### config.mk
export PLATFORM = sky130hd
export DESIGN_NAME = wb_regfile_stage
export DESIGN_NICKNAME = d
export VERILOG_FILES = /design/src/rtl/wb_regfile_stage.sv
export SDC_FILE = /design/constraint.sdc
export NUM_CORES = 2
export LEC_CHECK = 0
export CELL_PAD_IN_SITES_DETAIL_PLACEMENT = 1
export CELL_PAD_IN_SITES_GLOBAL_PLACEMENT = 2
export CORE_UTILIZATION = 44
export DETAILED_ROUTE_END_ITERATION = 16
export PLACE_DENSITY_LB_ADDON = 0.15
export RECOVER_POWER = 25
export SYNTH_ARGS = -nofsm -noshare
export SYNTH_HDL_FRONTEND = slang
export SYNTH_SLANG_ARGS = --single-unit
### constraint.sdc
create_clock -name clk -period 3.4 [get_ports clk]
set_input_delay 0.85 -clock clk [delete_from_list [all_inputs] [get_ports clk]]
set_output_delay 0.85 -clock clk [all_outputs]
set_load 0.01 [all_outputs]
### src/rtl/wb_regfile_stage.sv
// Writeback stage: commits EX results to the integer register file, retires instructions,
// and provides two combinational write-first read ports plus a one-cycle commit trace.
module wb_regfile_stage #(
    parameter int XLEN  = 32,
    parameter int NREGS = 32,
    parameter int CNT_W = 64,
    localparam int AW   = $clog2(NREGS)
) (
    input  logic             clk,
    input  logic             reset_n,
    input  logic             ex_valid,
    input  logic             ex_wr_en,
    input  logic [AW-1:0]    ex_wr_addr,
    input  logic [XLEN-1:0]  ex_result,
    input  logic [31:0]      ex_pc,
    input  logic             flush,
    input  logic [AW-1:0]    rs1_addr,
    input  logic [AW-1:0]    rs2_addr,
    output logic [XLEN-1:0]  rs1_data,
    output logic [XLEN-1:0]  rs2_data,
    output logic             commit_valid,
    output logic             commit_wr,
    output logic [AW-1:0]    commit_addr,
    output logic [XLEN-1:0]  commit_data,
    output logic [31:0]      commit_pc,
    output logic [CNT_W-1:0] instret
);

    logic            ret;
    logic            we;
    logic [XLEN-1:0] regs [NREGS];

    // Flush squashes the entry outright; x0 is hardwired, so its writes are dropped here.
    assign ret = ex_valid & ~flush;
    assign we  = ret & ex_wr_en & (ex_wr_addr != '0);

    // NOTE: the register array is reset in full because reset must architecturally zero every
    // register; that rules out a RAM macro and keeps the array as flops.
    always_ff @(posedge clk or negedge reset_n) begin
        if (!reset_n) begin
            for (int i = 0; i < NREGS; i++) begin
                regs[i] <= '0;
            end
        end else if (we) begin
            // NOTE: sequential state uses non-blocking assignments so every flop samples
            // pre-edge values regardless of process ordering.
            regs[ex_wr_addr] <= ex_result;
        end
    end

    // NOTE: each read output gets a default first, so no path through the block leaves it
    // unassigned and no latch is inferred.
    always_comb begin
        rs1_data = '0;
        if (rs1_addr != '0) begin
            if (we && (rs1_addr == ex_wr_addr)) begin
                rs1_data = ex_result;
            end else begin
                rs1_data = regs[rs1_addr];
            end
        end
    end

    always_comb begin
        rs2_data = '0;
        if (rs2_addr != '0) begin
            if (we && (rs2_addr == ex_wr_addr)) begin
                rs2_data = ex_result;
            end else begin
                rs2_data = regs[rs2_addr];
            end
        end
    end

    // Counter wraps silently at all-ones.
    always_ff @(posedge clk or negedge reset_n) begin
        if (!reset_n) begin
            instret <= '0;
        end else if (ret) begin
            instret <= instret + CNT_W'(1);
        end
    end

    // Trace payload is only refreshed on a retire, so idle cycles hold the last value.
    always_ff @(posedge clk or negedge reset_n) begin
        if (!reset_n) begin
            commit_valid <= 1'b0;
            commit_wr    <= 1'b0;
            commit_addr  <= '0;
            commit_data  <= '0;
            commit_pc    <= '0;
        end else begin
            commit_valid <= ret;
            commit_wr    <= we;
            if (ret) begin
                commit_addr <= ex_wr_addr;
                commit_data <= ex_result;
                commit_pc   <= ex_pc;
            end
        end
    end

endmodule

==> impl_metrics.json <==
{
  "utilization_pct": 58.5,
  "die_w_microns": 373,
  "clock_path_buffers": 3,
  "rsz0062_at_grt": "yes",
  "p_leak_uw": 0.0367,
  "grt_max_degree": 86,
  "cts_tree": "yes",
  "finalMaxSlewViolations": 53,
  "ys_seq_area_share_pct": 48.0,
  "mostFrequentLayoutCells": "1,159 x dfrtp_1, 1,001 x mux2_2, 482 x buf_4, 465 x mux4_2, 298 x nand2_1",
  "io_buffers": 282,
  "drt-vias-per-instance": 6.48,
  "skew_ns": 0.0147,
  "cap_violations": 1,
  "grt.overflow.total": 0,
  "hold_viol": 0,
  "drive_gt1_share_pct": 55.8,
  "ys_types": 70,
  "synth-main-ff-cell": "dfrtp_1",
  "initial_core_util_pct": 44.5,
  "powerDensity_mw_per_mm2": 466,
  "synthTopCellsByArea": "dfrtp_1 48%, mux2_2 19%, mux4_2 17%, nand2_1 2.1%, clkbuf_1 1.4%",
  "layout_setup_ws_ns": -0.420,
  "rows": 135,
  "clk_pin_slew_worst_paths_ns": 0.05,
  "period_needed_ns": 3.82,
  "outcome": "finished with violations",
  "yosysTopAreaCell": "dfrtp_1",
  "yosys_register_bits": 1159,
  "antenna_found_initial": 7,
  "drc": 0,
  "arrival_ns": 2.97,
  "clock_latency_ns": 0.77,
  "cp.required_ns": 2.55,
  "finalNetCount": 5259,
  "die_h_microns": 373,
  "cts_made_buffers": 138,
  "hold_path.class": "flip-flop to flip-flop",
  "first_global_vias": 47700,
  "final_common_cell": "dfrtp_1",
  "drt_pass1_iterations": 5,
  "dp_worst_setup_slack_ns": -1.50,
  "violations": "max-capacitance violations, max-slew violations, negative setup slack",
  "synth_nets": 4471,
  "ys.warnings.count": 0,
  "syn_area_per_cell_sq_um": 13.8,
  "cp-end-kind": "output pin",
  "ys_async_sr_fraction_pct": 100,
  "syn-cell-area_sq_mm": 0.0605,
  "cts_root_buf": "clkbuf_16",
  "n_fill_cell": 12700,
  "fin_total_pwr_uw": 37100,
  "setup_viol": 64,
  "first_iter_violations": 4317,
  "path_class": "input port to output pin",
  "synth_edf_count": 0,
  "final_antenna_net_count": 0,
  "fmax_mhz": 262,
  "ctsHoldBuffers": 0,
  "wl_per_cell_microns": 34.9,
  "h-tree-depth": 4,
  "slew-limit-headroom_pct": -18.8,
  "pin_count": 283,
  "finalWirelength_microns": 246000,
  "num_vias": 45700,
  "clock_sinks": 1159,
  "area_delta_synth_final_pct": 31.6,
  "routabilityCongestion": 0.883,
  "grt_usage_pct": 35.2,
  "peakVddDrop_v": 0.000394,
  "post-route-period-util_pct": 112,
  "grt_pass1_wl_microns": 353000,
  "worstPathMaxFanout": 7,
  "netlist.area_leader.share_pct": 48.0,
  "core-area_sq_mm": 0.136,
  "synthCells": 4386,
  "worstMarginPinSlew_ns": 1.78,
  "die_area_sq_mm": 0.139,
  "worstSetupStartpointType": "input port",
  "dp_hpwl_microns": 157000
}
stage by stage:
stage	cells	cell area, sq um	setup TNS (ns)	hold slack, ns
2_1_floorplan	4386	60500	0	0.425
3_3_place_gp	6634	70800	-93.45	0.363
3_5_place_dp	6634	70800	-97.83	0.365
4_1_cts	6971	77900	-18.79	0.0397
5_1_grt	7050	79600	-18.30	0.396
6_report	7051	79600	-16.12	0.377
cells by family (layout without fill, tap and decap cells):
logic type | Yosys count | count (layout) | share of synthesized area [%]
buffers and inverters | 477 | 1360 | 3.60
multiplexers | 1544 | 1544 | 37.3
flip-flops | 1159 | 1159 | 48.0
AND/OR/NAND/NOR | 728 | 728 | 5.54
adder cells (fa/ha/maj) | 1 | 1 | 0.0207
other | 0 | 1 | 0
AO/OA/AOI/OAI | 404 | 404 | 4.56
XOR/XNOR | 73 | 73 | 1.06
metal layers:
metal / GRT usage (%) / share of wire [%] / up-vias
met1: 48.9 / 41 / 24800
met2: 53.7 / 46 / 2209
met5: 0 / 0.0037 / -
met4: 13.8 / 4.2 / 2
met3: 7.91 / 8.8 / 538
li1: - / - / 18200
worst paths after layout:
path / start / endpoint / slack (ns) / cells after the start
max in group asynchronous: reset_n / commit_pc[24] / 0.44 / 3
worst min register to register: regs[1018] / regs[1018] / 0.38 / 0
worst max register to register: instret[1] / instret[58] / 1.10 / 6
worst max-delay path: rs1_addr[0] / rs1_data[11] / -0.42 / 14
worst min-delay path: regs[1018] / regs[1018] / 0.38 / 0
min in group asynchronous: reset_n / regs[987] / 0.54 / 1
flip-flops by register name, summed over array words and instances, names as in the netlist:
signal and flops:
commit_addr 5, commit_data 32, commit_pc 32, commit_valid 1
commit_wr 1, instret 64, regs 1024
worst max-delay path: stages:
cell and delay, ns:
buf_16 0.12, buf_12 0.14, buf_12 0.14, buf_16 0.14, buf_4 0.14, buf_12 0.13, buf_12 0.13, buf_4 0.13
mux4_2 0.31, nor2_1 0.04, o21ai_1 0.24, nand2_1 0.14, a21oi_2 0.15, buf_2 0.14
cells in the mapped netlist, drive strengths merged, types with 42 or more instances:
library cell,number
clkbuf,224
a22oi,91
o22ai,91
mux2i,64
a21oi,53
nor3,97
mux2,1015
buf,237
o21ai,54
nor2,122
dfrtp,1159
nand2,339
mux4,465
xnor2,42
cell type report:
type | instances | area [sq um] | share of cell area (%)
antenna | 1 | 2.50 | 0.00314
clock buffer | 206 | 4100 | 5.16
clock inverter | 29 | 388 | 0.487
inverter | 16 | 62.6 | 0.0786
multi-input combinational | 2750 | 31500 | 39.6
sequential | 1159 | 29000 | 36.4
tap | 1781 | 2230 | 2.80
timing repair buffer | 1109 | 12300 | 15.5
power by group:
part           total, uW  internal (uW)  switching [uW]
combinational       6290           3290            3000
clock              15100           8960            6110
sequential         15700          14900             857
total              37100          27100            9960
what timing repair did:
item / in CTS / in global routing
cloned: 16 / 8
gates resized for setup: 668 / 305
pin swaps: 98 / 152
setup endpoints to repair: 64 / 64
setup buffers: 103 / 104
No activity file was read; power rests on OpenSTA's default activity.
